--- config.mk ---
export PLATFORM = sky130hd
export DESIGN_NAME = mfsk_tx
export DESIGN_NICKNAME = d
export VERILOG_FILES = /design/src/rtl/mfsk_tx.sv
export SDC_FILE = /design/constraint.sdc
export NUM_CORES = 1
export LEC_CHECK = 0
export CORE_MARGIN = 10
export CORE_UTILIZATION = 54
export DETAILED_ROUTE_END_ITERATION = 8
export GPL_ROUTABILITY_DRIVEN = 1
export PLACE_DENSITY = 0.79
export SLEW_MARGIN = 40
export SYNTH_ARGS = -nofsm -noshare
export SYNTH_HDL_FRONTEND = slang
export SYNTH_SLANG_ARGS = --single-unit
export TNS_END_PERCENT = 1
--- constraint.sdc ---
create_clock -name sys_clk -period 4.88 [get_ports sys_clk]
set_input_delay 0.732 -clock sys_clk [delete_from_list [all_inputs] [get_ports sys_clk]]
set_output_delay 0.732 -clock sys_clk [all_outputs]
set_load 0.005 [all_outputs]
--- src/rtl/mfsk_tx.sv ---
// mfsk_tx: M-ary FSK modulator, DDS phase accumulator driving a
// quarter-wave sine ROM; frames go out MSB-first, one symbol per tone.
module mfsk_tx #(
  parameter int DATA_W          = 16,
  parameter int BITS_PER_SYM    = 2,
  parameter int SAMPLES_PER_SYM = 50,
  parameter int PHASE_W         = 16,
  parameter int FREQ_BASE       = 1311,
  parameter int FREQ_STEP       = 1311
) (
  input  logic                sys_clk,
  input  logic                sys_rst,
  input  logic [DATA_W-1:0]   data_in,
  input  logic                data_valid,
  output logic                data_ready,
  output logic signed [15:0]  tx,
  output logic                tx_flag,
  output logic                sym_strobe,
  output logic                frame_done
);

  localparam int NSYM  = DATA_W / BITS_PER_SYM;
  localparam int SYM_W = $clog2(NSYM + 1);
  localparam int SMP_W = $clog2(SAMPLES_PER_SYM + 1);

  localparam logic [SYM_W-1:0]   SYM_LAST = SYM_W'(NSYM - 1);
  localparam logic [SMP_W-1:0]   SMP_LAST = SMP_W'(SAMPLES_PER_SYM - 1);
  localparam logic [PHASE_W-1:0] BASE     = PHASE_W'(FREQ_BASE);
  localparam logic [PHASE_W-1:0] STEP     = PHASE_W'(FREQ_STEP);

  localparam logic [0:0] IDLE = 1'b0;
  localparam logic [0:0] SEND = 1'b1;

  // First quadrant of round(32767*sin(2*pi*k/256)), k = 0..64
  function automatic logic [15:0] quarter(input logic [6:0] i);
    logic [15:0] v;
    v = 16'd0;
    case (i)
      7'd0:  v = 16'd0;     7'd1:  v = 16'd804;   7'd2:  v = 16'd1608;
      7'd3:  v = 16'd2410;  7'd4:  v = 16'd3212;  7'd5:  v = 16'd4011;
      7'd6:  v = 16'd4808;  7'd7:  v = 16'd5602;  7'd8:  v = 16'd6393;
      7'd9:  v = 16'd7179;  7'd10: v = 16'd7962;  7'd11: v = 16'd8739;
      7'd12: v = 16'd9512;  7'd13: v = 16'd10278; 7'd14: v = 16'd11039;
      7'd15: v = 16'd11793; 7'd16: v = 16'd12539; 7'd17: v = 16'd13279;
      7'd18: v = 16'd14010; 7'd19: v = 16'd14732; 7'd20: v = 16'd15446;
      7'd21: v = 16'd16151; 7'd22: v = 16'd16846; 7'd23: v = 16'd17530;
      7'd24: v = 16'd18204; 7'd25: v = 16'd18868; 7'd26: v = 16'd19519;
      7'd27: v = 16'd20159; 7'd28: v = 16'd20787; 7'd29: v = 16'd21403;
      7'd30: v = 16'd22005; 7'd31: v = 16'd22594; 7'd32: v = 16'd23170;
      7'd33: v = 16'd23731; 7'd34: v = 16'd24279; 7'd35: v = 16'd24811;
      7'd36: v = 16'd25329; 7'd37: v = 16'd25832; 7'd38: v = 16'd26319;
      7'd39: v = 16'd26790; 7'd40: v = 16'd27245; 7'd41: v = 16'd27683;
      7'd42: v = 16'd28105; 7'd43: v = 16'd28510; 7'd44: v = 16'd28898;
      7'd45: v = 16'd29268; 7'd46: v = 16'd29621; 7'd47: v = 16'd29956;
      7'd48: v = 16'd30273; 7'd49: v = 16'd30571; 7'd50: v = 16'd30852;
      7'd51: v = 16'd31113; 7'd52: v = 16'd31356; 7'd53: v = 16'd31580;
      7'd54: v = 16'd31785; 7'd55: v = 16'd31971; 7'd56: v = 16'd32137;
      7'd57: v = 16'd32285; 7'd58: v = 16'd32412; 7'd59: v = 16'd32521;
      7'd60: v = 16'd32609; 7'd61: v = 16'd32678; 7'd62: v = 16'd32728;
      7'd63: v = 16'd32757; 7'd64: v = 16'd32767;
      default: v = 16'd0;
    endcase
    return v;
  endfunction

  function automatic logic [15:0] sine(input logic [7:0] a);
    logic [6:0]  i;
    logic [15:0] m;
    i = a[6] ? 7'd64 - {1'b0, a[5:0]} : {1'b0, a[5:0]};
    m = quarter(i);
    return a[7] ? 16'(-m) : m;
  endfunction

  logic [0:0]              state_q, state_d;
  logic [DATA_W-1:0]       shreg_q, shreg_d;
  logic [SYM_W-1:0]        sym_cnt_q, sym_cnt_d;
  logic [SMP_W-1:0]        smp_cnt_q, smp_cnt_d;
  logic [PHASE_W-1:0]      phase_q, phase_d;
  logic [15:0]             tx_q, tx_d;
  logic                    flag_q, flag_d;
  logic                    strb_q, strb_d;
  logic                    done_q, done_d;
  logic                    last;
  logic                    accept;
  logic [BITS_PER_SYM-1:0] sym;
  logic [PHASE_W-1:0]      tw;

  always_comb begin
    state_d   = state_q;
    shreg_d   = shreg_q;
    sym_cnt_d = sym_cnt_q;
    smp_cnt_d = smp_cnt_q;
    phase_d   = phase_q;
    last      = (state_q == SEND) && (sym_cnt_q == SYM_LAST)
                && (smp_cnt_q == SMP_LAST);
    data_ready = ~sys_rst & ((state_q == IDLE) | last);
    accept    = data_valid & data_ready;
    sym       = shreg_q[DATA_W-1 -: BITS_PER_SYM];
    tw        = BASE + PHASE_W'(sym) * STEP;
    case (state_q)
      IDLE: begin
        if (accept) begin
          state_d   = SEND;
          shreg_d   = data_in;
          sym_cnt_d = '0;
          smp_cnt_d = '0;
          phase_d   = '0;
        end
      end
      default: begin
        phase_d = phase_q + tw;
        if (smp_cnt_q == SMP_LAST) begin
          smp_cnt_d = '0;
          shreg_d   = shreg_q << BITS_PER_SYM;
          sym_cnt_d = sym_cnt_q + 1'b1;
          if (sym_cnt_q == SYM_LAST) begin
            sym_cnt_d = '0;
            // A back-to-back frame keeps the accumulated phase
            if (accept) shreg_d = data_in;
            else        state_d = IDLE;
          end
        end else begin
          smp_cnt_d = smp_cnt_q + 1'b1;
        end
      end
    endcase
    tx_d   = (state_q == SEND) ? sine(phase_q[PHASE_W-1 -: 8]) : 16'd0;
    flag_d = (state_q == SEND);
    strb_d = (state_q == SEND) && (smp_cnt_q == '0);
    done_d = last;
  end

  always_ff @(posedge sys_clk) begin
    if (sys_rst) begin
      state_q   <= IDLE;
      shreg_q   <= '0;
      sym_cnt_q <= '0;
      smp_cnt_q <= '0;
      phase_q   <= '0;
      tx_q      <= '0;
      flag_q    <= 1'b0;
      strb_q    <= 1'b0;
      done_q    <= 1'b0;
    end else begin
      state_q   <= state_d;
      shreg_q   <= shreg_d;
      sym_cnt_q <= sym_cnt_d;
      smp_cnt_q <= smp_cnt_d;
      phase_q   <= phase_d;
      tx_q      <= tx_d;
      flag_q    <= flag_d;
      strb_q    <= strb_d;
      done_q    <= done_d;
    end
  end

  assign tx         = $signed(tx_q);
  assign tx_flag    = flag_q;
  assign sym_strobe = strb_q;
  assign frame_done = done_q;

endmodule

Word level (Yosys, flattened, before mapping)
Memories as Yosys holds them, arrays and structs flattened.
Cells that the tools add are included.
W data, S select, Z words.
- bits in registers: 62
- bits in read-only memories: 1920
- bits of input ports: 19
- output and inout port bits: 20
- word-level logic and storage cells: 52
- memories kept: 1
- memory list (memory ; depth ; bits a word ; rd ports ; clocked after memory_dff ; write ports ; line ; RTL):
    (no name shown) ; 128 ; 15 ; 1 ; 0 ; 0 ; 38 ; case (i)
- add/sub/neg operators: 6
- $mul: 1
- equality and inequality tests: 3
- multiplexer cells: 20
- bitwise gates (word level): 5
- reduce and logical (&&, ||, !) cells: 7
- operators by type and width (kind ; number):
    $mux W16 ; 8
    $mux W6 ; 3
    $add A16 B14 Y16 ; 1
    $mux W4 ; 4
    $neg A16 Y16 ; 1
    $add A11 B13 Y14 const A ; 1
    $mul A2 B11 Y13 const B ; 1
    $mux W7 ; 1
    $sub A7 B6 Y7 const A ; 1
    $add A6 B1 Y6 const B ; 1
    $eq A6 B6 Y1 const B ; 1
    $logic_not A6 Y1 ; 1
    $add A4 B1 Y4 const B ; 1
    $eq A4 B3 Y1 const B ; 1
    $mux W1 ; 4
    $logic_and A1 B1 Y1 ; 3
    $and A1 B1 Y1 ; 2
    $ne A2 B1 Y1 const B ; 1
    $not A1 Y1 ; 2
    $reduce_and A2 Y1 ; 1
    $reduce_bool A2 Y1 ; 1
    $reduce_or A2 Y1 ; 1
    $or A1 B1 Y1 ; 1

Logic depth before layout (Yosys ltp)
Gate-level depths: netlist (run 1).
- depth in word-level cells: 10
- depth in mapped cells: 19
- gate-level depth less buffers: 17

Worst setup path after synthesis (run 1)
OpenSTA, ideal clock, no wires.
- kind: reg-to-reg
- start point: register phase_q[8]
- end point: register tx_q[10] (netlist: tx[10])
- library setup time: 0.124 ns
- data arrival time: 3.933 ns
- data required time: 4.756 ns
- slack: 0.823 ns
- cell stages (with the launch flop): 20
- path buffers: 4
- clock period less this slack: 4.057 ns
- cells stage by stage: dfxtp_1 buf_6 inv_1 ha_1 nor2b_2 xnor2_4 buf_2 buf_2 buf_2 ha_1 and2_1 a311oi_1 o32ai_1 nor2_1 nor2_1 ha_1 o221ai_1 a2111oi_4 mux2i_1 nand3_1
- word-level cells in the longest chain between the ends: 5
- RTL lines (what ; line ; RTL):
    start, declared ; 78 ; logic [PHASE_W-1:0] phase_q, phase_d;
    start signal, assigned ; 149 ; phase_q <= phase_d;
    $sub A7 B6 Y7 ; 69 ; i = a[6] ? 7'd64 - {1'b0, a[5:0]} : {1'b0, a[5:0]};
    $mux W7 * ; 69 ;
    $mem_v2 Z128 W15 * ; -- ;
    $neg A16 Y16 ; 71 ; return a[7] ? 16'(-m) : m;
    $mux W16 * ; 71 ;
    end signal, assigned ; 150 ; tx_q <= tx_d;
    end, declared ; 79 ; logic [15:0] tx_q, tx_d;
Every way passes the cells marked *; elsewhere a longest branch is shown, timed or not.
A chain may end at the register's enable or synchronous reset.

Final worst setup path (run 1)
- start point: register shreg_q[14]
- end point: register phase_q[15]
- word-level cells in the longest chain between the ends: 4
- RTL lines (what ; line ; RTL):
    start, declared ; 75 ; logic [DATA_W-1:0] shreg_q, shreg_d;
    start signal, assigned ; 146 ; shreg_q <= shreg_d;
    $mul A2 B11 Y13 ; 99 ; tw = BASE + PHASE_W'(sym) * STEP;
    $add A11 B13 Y14 ; 99 ;
    $add A16 B14 Y16 ; 111 ; phase_d = phase_q + tw;
    $mux W16 ; 100 ; case (state_q)
No other way between the ends.

==> results.sh, run 1 <==
export IMPL_combPwrFrac_pct=42.0
export IMPL_arrival_ns=4.56
export IMPL_rrSetupSlack_ns=0.60
export IMPL_clk_insertion_delay_late_ns=0.34
export IMPL_final_area_sq_um=6630
export IMPL_die_w_microns=126
export IMPL_critPathTopFamily="compound AO/OA/AOI/OAI gates"
export IMPL_place_gp_congestion=1.04
export IMPL_synthDistinctLibCells=83
export IMPL_fin_skew_ns=0.00848
export IMPL_syn_avg_cell_area_sq_um=7.73
export IMPL_drc=0
export IMPL_htree_levels=3
export IMPL_power_density_nw_per_um2=263
export IMPL_drt_total_wl_mm=18.0
export IMPL_critPathBufInv=1
export IMPL_worst_slew_pin_slew_ns=0.838
export IMPL_cp_max_fo=7
export IMPL_root_buffer="clkbuf_8"
export IMPL_worstPathCellList="inv_1, ha_1, xnor2_1, xnor2_1, ha_1, fa_1, a21o_1, a21oi_1, o21bai_1, a21o_1, a21oi_1, o21ai_0, o31a_1, or4b_2, nand3_1"
export IMPL_synth_top_area_share_pct=20.6
export IMPL_critPathRequiredTime_ns=5.16
export IMPL_highest_layer="met4"
export IMPL_grt_pass1_vias=5932
export IMPL_seqPwrFrac_pct=31.9
export IMPL_vdd_drop_max_v=0.000215
export IMPL_area_delta_synth_final_pct=10.1
export IMPL_fin_cells=931
export IMPL_dr_wl_met2_mm=8.35
export IMPL_fin_total_pwr_uw=1750
export IMPL_cts_buffers=9
export IMPL_outcome="completed"
export IMPL_post_drt_wl_per_cell_microns=19.4
export IMPL_power_frac_clock_pct=26.1
export IMPL_clock_sink_count=62
export IMPL_hold_violations=0
export IMPL_initial_core_util_pct=55.3
export IMPL_finalSetupTns_ns=0
export IMPL_critPathLaunchType="register"
export IMPL_syn_inst=779
export IMPL_drtAntennaViolNets=0
export IMPL_synth_area_leaders="dfxtp_1 (21%), ha_1 (10%), a21oi_1 (4.8%)"
export IMPL_drtPass1Iterations=7
export IMPL_critPathKind="reg2reg"
export IMPL_dp_cells=915
export IMPL_ys_warn_count=0
export IMPL_hold_path_class="reg2reg"
export IMPL_seq_area_sq_um=1240
export IMPL_drive_gt1_share_pct=8.85
export IMPL_min_period_over_period_pct=87.7
export IMPL_synth_edf_count=0
export IMPL_met1_length_mm=7.25
export IMPL_cap_violations=0
export IMPL_cpPeakStageDelay_ns=0.61
export IMPL_dp_hpwl_mm=13.0
export IMPL_cts_hold_buf=0
export IMPL_post_cts_resized=0
export IMPL_fill_cells=940
export IMPL_critPathCaptureType="register"
export IMPL_multi_input_comb_area_sq_um=4380
export IMPL_final_net_count=855
export IMPL_synth_flop_cell="dfxtp_1"
export IMPL_yosysSeqAreaShare_pct=20.6
export IMPL_grt_max_degree=41
export IMPL_dieArea_sq_um=15800
export IMPL_clk_pin_slew_ns=0.07
export IMPL_drtIter0Drc=1135
export IMPL_max_clock_freq_ghz=0.234
export IMPL_grt_antenna_before_repair=0
export IMPL_finalCriticalPeriod_ns=4.28
export IMPL_power_leakage_uw=0.00264
export IMPL_vias_per_cell=6.74
export IMPL_synth_top_cell_by_area="dfxtp_1"
export IMPL_dr_wl_met3_mm=1.71
export IMPL_port_buffers=38
export IMPL_cts_setup_buffers=0
export IMPL_fin_util_pct=60.9
export IMPL_grt_util_all_layers_pct=21.6
export IMPL_slew_headroom_pct=43.9
export IMPL_async_reset_ff_share_pct=0
export IMPL_maxSlewViolCount=0
export IMPL_rows=38
export IMPL_grt_pass1_wl_mm=29.4
export IMPL_syn_nets=848
export IMPL_ios=39
export IMPL_postPlaceCellArea_sq_um=6430
export IMPL_crit_path_top_delay_cell="or4b_2"
export IMPL_setup_viol=0
export IMPL_p_int_uw=1080
export IMPL_rsz0062_at_grt="false"
export IMPL_switching_power_uw=666
export IMPL_vias=6275
export IMPL_netlist_area_sq_um=6020
export IMPL_core_sq_um=10900
export IMPL_die_h_microns=126
export IMPL_clockBufferDepth=2
export IMPL_cts_tree="done"
export IMPL_ys_seq_elements=62
export IMPL_n_antenna_cell=0
export IMPL_swShare_pct=38.1
export IMPL_grt_overflow=0
per-layer routing:
| layer | vias to the layer above | GRT usage (%) |
|---|---|---|
| met2 | 347 | 34.7 |
| met1 | 2913 | 26.2 |
| li1 | 2931 | - |
| met5 | - | 0 |
| met4 | 0 | 11.0 |
| met3 | 84 | 5.08 |
final cells by class:
cell class	count	area share (%)
clock inverter	4	0.679
inverter	25	1.42
multi-input combinational	628	66.0
clock buffer	12	2.34
tap	140	2.64
timing repair buffer	60	8.23
sequential	62	18.7
sequential cells by signal (all words and copies together) (netlist names):
name and count:
sym_strobe 1, tx_flag 1, sym_cnt_q 4, frame_done 1
smp_cnt_q 6, shreg_q 16, tx 16, flag_d 1
phase_q 16
stage by stage:
stage	hold WS (ns)	setup WS, ns
6_report	0.501	0.601
5_1_grt	0.521	0.353
4_1_cts	0.503	0.609
3_5_place_dp	0.493	0.684
3_3_place_gp	0.476	0.795
2_1_floorplan	0.454	0.823
tightest hold or removal path, stage by stage, from the launching register on:
cell and delay, ns:
dfxtp_1 0.31, nor2_1 0.09, a211oi_1 0.05
power by group through the flow:
stage	clock network (uW)	logic, uW	registers (uW)
floorplan	0	546	560
global route	486	794	561
CTS	465	714	557
global placement	0	690	566
finish	456	733	557
detailed placement	0	707	568
logic make-up after synthesis:
group,after synthesis,share of synthesized area (%)
AO/OA/AOI/OAI,253,29.6
XOR/XNOR,18,3.05
multiplexers,32,5.57
AND/OR/NAND/NOR,275,23.3
flip-flops,62,20.6
adder cells (fa/ha/maj),50,10.6
buffers and inverters,89,7.19
final timing paths:
kind / from / endpoint / depth (start not counted)
setup / recovery: shreg_q[14] / phase_q[15] / 15
hold / removal: shreg_q[2] / shreg_q[2] / 2
setup reg to reg: shreg_q[14] / phase_q[15] / 15
hold reg to reg: shreg_q[2] / shreg_q[2] / 2
cells in the final DEF, fill, tap and decap left out, types with 7 or more instances in the layout:
cell	count
clkdlybuf4s50_1	38
nand3_1	30
xor2_1	8
ha_1	48
a211oi_1	24
and2_1	7
o21ai_0	36
o211ai_1	15
buf_4	22
xnor2_1	7
a31oi_1	13
a21o_1	9
mux2i_1	29
nand4_1	10
a21oi_1	58
inv_1	22
a311oi_1	7
nand2_1	60
nor3b_1	12
dfxtp_1	62
or3_1	7
or2_2	7
a22oi_1	9
nor2_1	74
nor3_1	14
clkbuf_8	11
nor2b_1	11
nand2b_1	12
cells in the mapped netlist, types with 4 or more instances:
cell type / number
nand2_1: 60
a22oi_1: 9
o2111ai_1: 6
o211ai_1: 15
a311oi_1: 7
buf_6: 8
nand2b_1: 12
nor2b_1: 11
inv_1: 22
and3_1: 6
a21oi_1: 58
mux2i_1: 29
a31oi_1: 13
o21a_1: 4
o221ai_1: 5
o21bai_1: 5
clkbuf_1: 33
ha_1: 48
or2_2: 7
or3_1: 7
a311o_1: 4
nor3_1: 14
xnor2_1: 7
o31a_1: 4
nor2_1: 74
a211oi_1: 24
and2_1: 7
o211a_1: 4
nand4_1: 10
nor3b_1: 12
buf_2: 16
a21o_1: 9
nand3b_1: 5
o21ai_0: 37
a41oi_1: 6
xor2_1: 9
o31ai_1: 5
dfxtp_1: 62
nand3_1: 30
buf_4: 5
(Power assumes the default switching activity.)
==> run 2: changes to the inputs <==
--- a/config.mk
+++ b/config.mk
@@ -5,7 +5,7 @@
 export SDC_FILE = /design/constraint.sdc
 export NUM_CORES = 1
 export LEC_CHECK = 0
-export CORE_MARGIN = 10
+export CORE_MARGIN = 2
 export CORE_UTILIZATION = 54
 export DETAILED_ROUTE_END_ITERATION = 8
 export GPL_ROUTABILITY_DRIVEN = 1
==> results.sh, run 2 (same netlist as run 1, synthesis figures left out) <==
export IMPL_outcome="completed"
export IMPL_power_leakage_uw=0.00266
export IMPL_crit_path_top_delay_cell="a2111oi_4"
export IMPL_final_area_sq_um=6690
export IMPL_setup_viol=0
export IMPL_crit_top_cell="ha_1"
export IMPL_grt_util_all_layers_pct=32.4
export IMPL_post_cts_resized=0
export IMPL_post_drt_wl_per_cell_microns=20.4
export IMPL_die_h_microns=110
export IMPL_critPathKind="reg2reg"
export IMPL_worst_slack_ns=0.587
export IMPL_fin_hold_ws_ns=0.499
export IMPL_finalSetupTns_ns=0
export IMPL_grt_antenna_before_repair=0
export IMPL_max_clock_freq_ghz=0.233
export IMPL_clockBufferDepth=2
export IMPL_cts_hold_buf=0
export IMPL_cts_buffers=9
export IMPL_cpPeakStageDelay_ns=0.51
export IMPL_vdd_drop_max_v=0.000249
export IMPL_core_sq_um=10800
export IMPL_maxSlewViolCount=0
export IMPL_postPlaceCellArea_sq_um=6450
export IMPL_critPathLaunchType="register"
export IMPL_drive_gt1_share_pct=9.43
export IMPL_root_buffer="clkbuf_8"
export IMPL_rows=38
export IMPL_place_ws_ns=0.693
export IMPL_cp_max_fo=10
export IMPL_drt_total_wl_mm=19.1
export IMPL_dieArea_sq_um=12000
export IMPL_drc=0
export IMPL_ios=39
export IMPL_clk_insertion_delay_late_ns=0.35
export IMPL_grt_pass1_vias=5799
export IMPL_mostFrequentLayoutCells="nor2_1 (74), dfxtp_1 (61), nand2_1 (60), a21oi_1 (58), ha_1 (48)"
export IMPL_place_gp_congestion=0.934
export IMPL_vias=6195
export IMPL_worstPathCellList="inv_1, ha_1, nand2_1, o21ai_2, ha_1, and4b_1, a31oi_1, o211ai_1, o221ai_1, o32ai_1, nor2_1, nor2_1, ha_1, o221ai_1, a2111oi_4, mux2i_1, nand3_1"
export IMPL_port_buffers=38
export IMPL_die_w_microns=110
export IMPL_critPathCaptureType="register"
export IMPL_worst_slew_pin_slew_ns=0.806
export IMPL_hold_path_class="reg2reg"
export IMPL_hold_violations=0
export IMPL_cts_setup_buffers=0
export IMPL_final_net_count=859
export IMPL_dp_hpwl_mm=14.0
export IMPL_initial_core_util_pct=55.6
export IMPL_min_period_over_period_pct=88.0
export IMPL_slew_headroom_pct=46.2
export IMPL_drtIter0Drc=520
export IMPL_drtPass1Iterations=5
export IMPL_critPathTopFamily="compound AO/OA/AOI/OAI gates"
export IMPL_arrival_ns=4.54
export IMPL_area_delta_synth_final_pct=11.0
export IMPL_critPathBufInv=1
export IMPL_clk_pin_slew_ns=0.08
export IMPL_grt_max_degree=44
export IMPL_rsz0062_at_grt="false"
export IMPL_fin_skew_ns=0.0119
export IMPL_cap_violations=0
export IMPL_critPathRequiredTime_ns=5.12
export IMPL_cts_tree="done"
export IMPL_fin_total_pwr_uw=1800
export IMPL_grt_overflow=0
export IMPL_grt_pass1_wl_mm=30.0
export IMPL_finalCriticalPeriod_ns=4.29
export IMPL_vias_per_cell=6.63
export IMPL_clock_sink_count=62
export IMPL_power_density_nw_per_um2=269
export IMPL_htree_levels=3
export IMPL_drtAntennaViolNets=0
export IMPL_final_common_cell="nor2_1"
export IMPL_n_antenna_cell=0
[run 2: path summary, 6_finish.rpt]
check,from,to,slack [ns],cells after the start
worst min register to register,shreg_q[2],shreg_q[2],0.50,2
worst max-delay path,phase_q[9],tx[10],0.59,17
worst max register to register,phase_q[9],tx[10],0.59,17
worst min-delay path,shreg_q[2],shreg_q[2],0.50,2
[run 2: area by class of cell]
cell class | instances | area, sq um
Sequential cell | 62 | 1240
Timing Repair Buffer | 64 | 583
Multi-Input combinational cell | 628 | 4380
Clock inverter | 6 | 86.3
Tap cell | 140 | 175
Clock buffer | 10 | 128
Inverter | 25 | 93.8
Fill cell | 942 | 4150
[run 2: through the flow]
stage                     util [%]  cells
final                         61.7    935
after global routing          61.7    935
after CTS                     61.5    934
after detailed placement      59.5    918
after global placement        59.5    918
after floorplan                  -    779
[run 2: power breakdown]
part | switching [uW] | internal, uW | total, uW | leakage (uW)
registers | 22.6 | 533 | 556 | 0.000505
logic | 451 | 288 | 739 | 0.00205
clock network | 214 | 287 | 501 | 0.000106
total | 688 | 1110 | 1800 | 0.00266
[run 2: routing by layer]
| metal | wire (microns) | vias to the layer above | track usage [%] |
|---|---|---|---|
| met5 | 0 | - | 0 |
| met4 | 892 | 0 | 17.1 |
| met3 | 1310 | 56 | 6.05 |
| met2 | 9180 | 252 | 54.2 |
| met1 | 7680 | 2949 | 39.5 |
| li1 | - | 2938 | - |
[run 2: tightest hold or removal path: cells and delay by family, from the launching register on]
kind | cells | cell delay (ns)
flip-flops | 1 | 0.31
AND/OR/NAND/NOR | 1 | 0.09
AO/OA/AOI/OAI | 1 | 0.05
==> run 3: changes to the inputs <==
--- a/config.mk
+++ b/config.mk
@@ -5,6 +5,8 @@
 export SDC_FILE = /design/constraint.sdc
 export NUM_CORES = 1
 export LEC_CHECK = 0
+export ABC_AREA = 1
+export CAP_MARGIN = 5
 export CORE_MARGIN = 2
 export CORE_UTILIZATION = 54
 export DETAILED_ROUTE_END_ITERATION = 8
==> results.sh, run 3 <==
export IMPL_cp_max_fo=12
export IMPL_power_density_nw_per_um2=290
export IMPL_grt_antenna_before_repair=0
export IMPL_endpoint="tx[10]"
export IMPL_clk_insertion_delay_late_ns=0.35
export IMPL_startpoint="phase_q[8]"
export IMPL_synth_top_cell_by_area="dfxtp_1"
export IMPL_final_net_count=949
export IMPL_netlist_area_sq_um=5410
export IMPL_r2r_end="tx[10]"
export IMPL_outcome="completed"
export IMPL_drtIter0Drc=361
export IMPL_hold_violations=0
export IMPL_fin_cells=1018
export IMPL_synth_xor_area_share_pct=0.647
export IMPL_rsz0062_at_grt="false"
export IMPL_dp_cells=1002
export IMPL_vias=5756
export IMPL_cts_hold_buf=0
export IMPL_min_period_over_period_pct=79.9
export IMPL_synth_commonest_cells="nand2_1 (257), nand3_1 (105), inv_1 (85)"
export IMPL_initial_core_util_pct=55.6
export IMPL_async_reset_ff_share_pct=0
export IMPL_die_h_microns=104
export IMPL_postPlaceCellArea_sq_um=5790
export IMPL_fill_cells=939
export IMPL_yosysSeqAreaShare_pct=22.9
export IMPL_cts_tree="done"
export IMPL_slew_headroom_pct=50.9
export IMPL_synth_flop_cell="dfxtp_1"
export IMPL_grt_max_degree=52
export IMPL_post_drt_wl_per_cell_microns=14.2
export IMPL_root_buffer="clkbuf_8"
export IMPL_maxSlewViolCount=0
export IMPL_drtAntennaViolNets=0
export IMPL_synthMuxAreaShare_pct=0
export IMPL_clk_pin_slew_ns=0.08
export IMPL_critPathRequiredTime_ns=5.12
export IMPL_power_leakage_uw=0.00291
export IMPL_final_common_cell="nand2_1"
export IMPL_ys_seq_elements=62
export IMPL_core_sq_um=9730
export IMPL_critPathCaptureType="register"
export IMPL_port_buffers=38
export IMPL_htree_levels=3
export IMPL_grt_overflow=0
export IMPL_synthDistinctLibCells=47
export IMPL_drive_gt1_share_pct=6.67
export IMPL_area_delta_synth_final_pct=11.6
export IMPL_setup_viol=0
export IMPL_critPathLaunchType="register"
export IMPL_synth_area_leaders="dfxtp_1 (23%), nand2_1 (18%), ha_1 (11%)"
export IMPL_grt_util_all_layers_pct=27.0
export IMPL_final_area_sq_um=6040
export IMPL_cts_setup_buffers=0
export IMPL_clock_sink_count=62
export IMPL_synth_top_family_by_area="simple AND/OR/NAND/NOR gates"
export IMPL_drtPass1Iterations=5
export IMPL_clockBufferDepth=2
export IMPL_place_gp_congestion=1.02
export IMPL_vdd_drop_max_v=0.000228
export IMPL_synth_edf_count=0
export IMPL_ios=39
export IMPL_synthAdderAreaFrac_pct=11.8
export IMPL_arrival_ns=4.14
export IMPL_cap_violations=0
export IMPL_finalSetupTns_ns=0
export IMPL_mostFrequentLayoutCells="nand2_1 (257), nand3_1 (105), inv_1 (85), nor2_1 (69)"
export IMPL_drt_total_wl_mm=14.4
export IMPL_synth_compound_area_share_pct=14.4
export IMPL_rows=36
export IMPL_synth_most_common_cell="nand2_1"
export IMPL_dp_hpwl_mm=10.7
export IMPL_max_clock_freq_ghz=0.256
export IMPL_syn_nets=928
export IMPL_drc=0
export IMPL_syn_inst=859
export IMPL_fin_skew_ns=0.00963
export IMPL_grt_pass1_vias=5396
export IMPL_hold_path_class="reg2reg"
export IMPL_dieArea_sq_um=10800
export IMPL_ys_warn_count=0
export IMPL_cts_buffers=9
export IMPL_post_cts_resized=0
export IMPL_worst_slew_pin_slew_ns=0.733
export IMPL_rrSetupSlack_ns=0.98
export IMPL_n_antenna_cell=0
export IMPL_die_w_microns=104
export IMPL_grt_pass1_wl_mm=24.5
export IMPL_finalCriticalPeriod_ns=3.90
export IMPL_synth_top_area_share_pct=22.9
export IMPL_syn_avg_cell_area_sq_um=6.30
export IMPL_fin_total_pwr_uw=1750
export IMPL_critPathKind="reg2reg"
export IMPL_r2r_start="phase_q[8]"
export IMPL_vias_per_cell=5.65
export IMPL_synthSimpleGateAreaFrac_pct=39.4
export IMPL_rr_worst_depth=24
## run 3: cell types whose count changed after synthesis, moves of 9 or more
cell      before  now
a211oi_1      24    3
a22oi_1        9    0
a31oi_1       13    3
clkbuf_1      33   13
inv_1         22   85
mux2i_1       29    0
nand2_1       60  257
nand2b_1      12    0
nand3_1       30  105
nor2b_1       11    0
nor3b_1       12    0
## run 3: cell type report
| class | count | area [sq um] | share of cell area, % |
|---|---|---|---|
| multi-input cells | 667 | 3590 | 59.4 |
| flip-flops and latches | 62 | 1240 | 20.6 |
| repair buffers | 45 | 433 | 7.17 |
| inverters | 95 | 359 | 5.95 |
| well taps | 133 | 166 | 2.76 |
| clock inverters | 7 | 128 | 2.11 |
| clock buffers | 9 | 124 | 2.05 |
## run 3: power by group
| part | internal, uW | leakage, uW | switching [uW] |
|---|---|---|---|
| Sequential | 531 | 0.000504 | 21.5 |
| Combinational | 216 | 0.00228 | 397 |
| Clock | 348 | 0.000127 | 235 |
| Total | 1100 | 0.00291 | 653 |
## run 3: logic make-up after synthesis
| family | after synthesis |
|---|---|
| AOI/OAI and AO/OA | 134 |
| xor gates and xnor gates | 4 |
| adders and majority gates | 50 |
| buffers and inverters | 130 |
| DFF | 62 |
| and+or+nand+nor | 479 |
## run 3: per-layer routing
| metal | share of wire [%] | global-route usage (%) | routed length, microns |
|---|---|---|---|
| met5 | 0 | 0 | 0 |
| met2 | 49 | 47.7 | 7080 |
| met1 | 41 | 32.2 | 5920 |
| met3 | 6.1 | 3.88 | 879 |
| met4 | 3.8 | 12.5 | 541 |
## run 3: worst min-delay path by stage
stage                       from     endpoint  slack [ns]  depth (start not counted)
floorplan           sym_cnt_q[3]   frame_done        0.44                          1
global placement     shreg_q[10]  shreg_q[10]        0.46                          2
detailed placement    phase_q[7]   phase_q[7]        0.46                          2
CTS                   shreg_q[6]   shreg_q[6]        0.48                          2
global route          shreg_q[6]   shreg_q[6]        0.50                          2
finish                phase_q[6]   phase_q[6]        0.47                          2
## run 3: worst max-delay path: stages, from the launching register on
cell and delay, ns:
dfxtp_1 0.58, inv_2 0.18, ha_1 0.33, inv_1 0.05, nand2_1 0.04, nand2_1 0.39, inv_2 0.23, ha_1 0.27
nand2_1 0.20, nand2_1 0.13, nand2_1 0.09, nand2_1 0.05, nand2_1 0.05, nand2_1 0.04, nand2_1 0.05, inv_1 0.05
nor2_1 0.14, nor2_1 0.08, ha_1 0.25, nand2_1 0.11, nor2_4 0.06, nand2_1 0.08, nand2_1 0.09, a21oi_1 0.17
nor2_1 0.06
## run 3: through the flow
stage | util, % | setup slack, ns | hold WS [ns]
floorplan | - | 1.65 | 0.436
global placement | 59.5 | 1.15 | 0.456
detailed placement | 59.5 | 1.00 | 0.460
CTS | 62.0 | 0.988 | 0.477
global route | 62.1 | 0.499 | 0.499
finish | 62.1 | 0.980 | 0.474
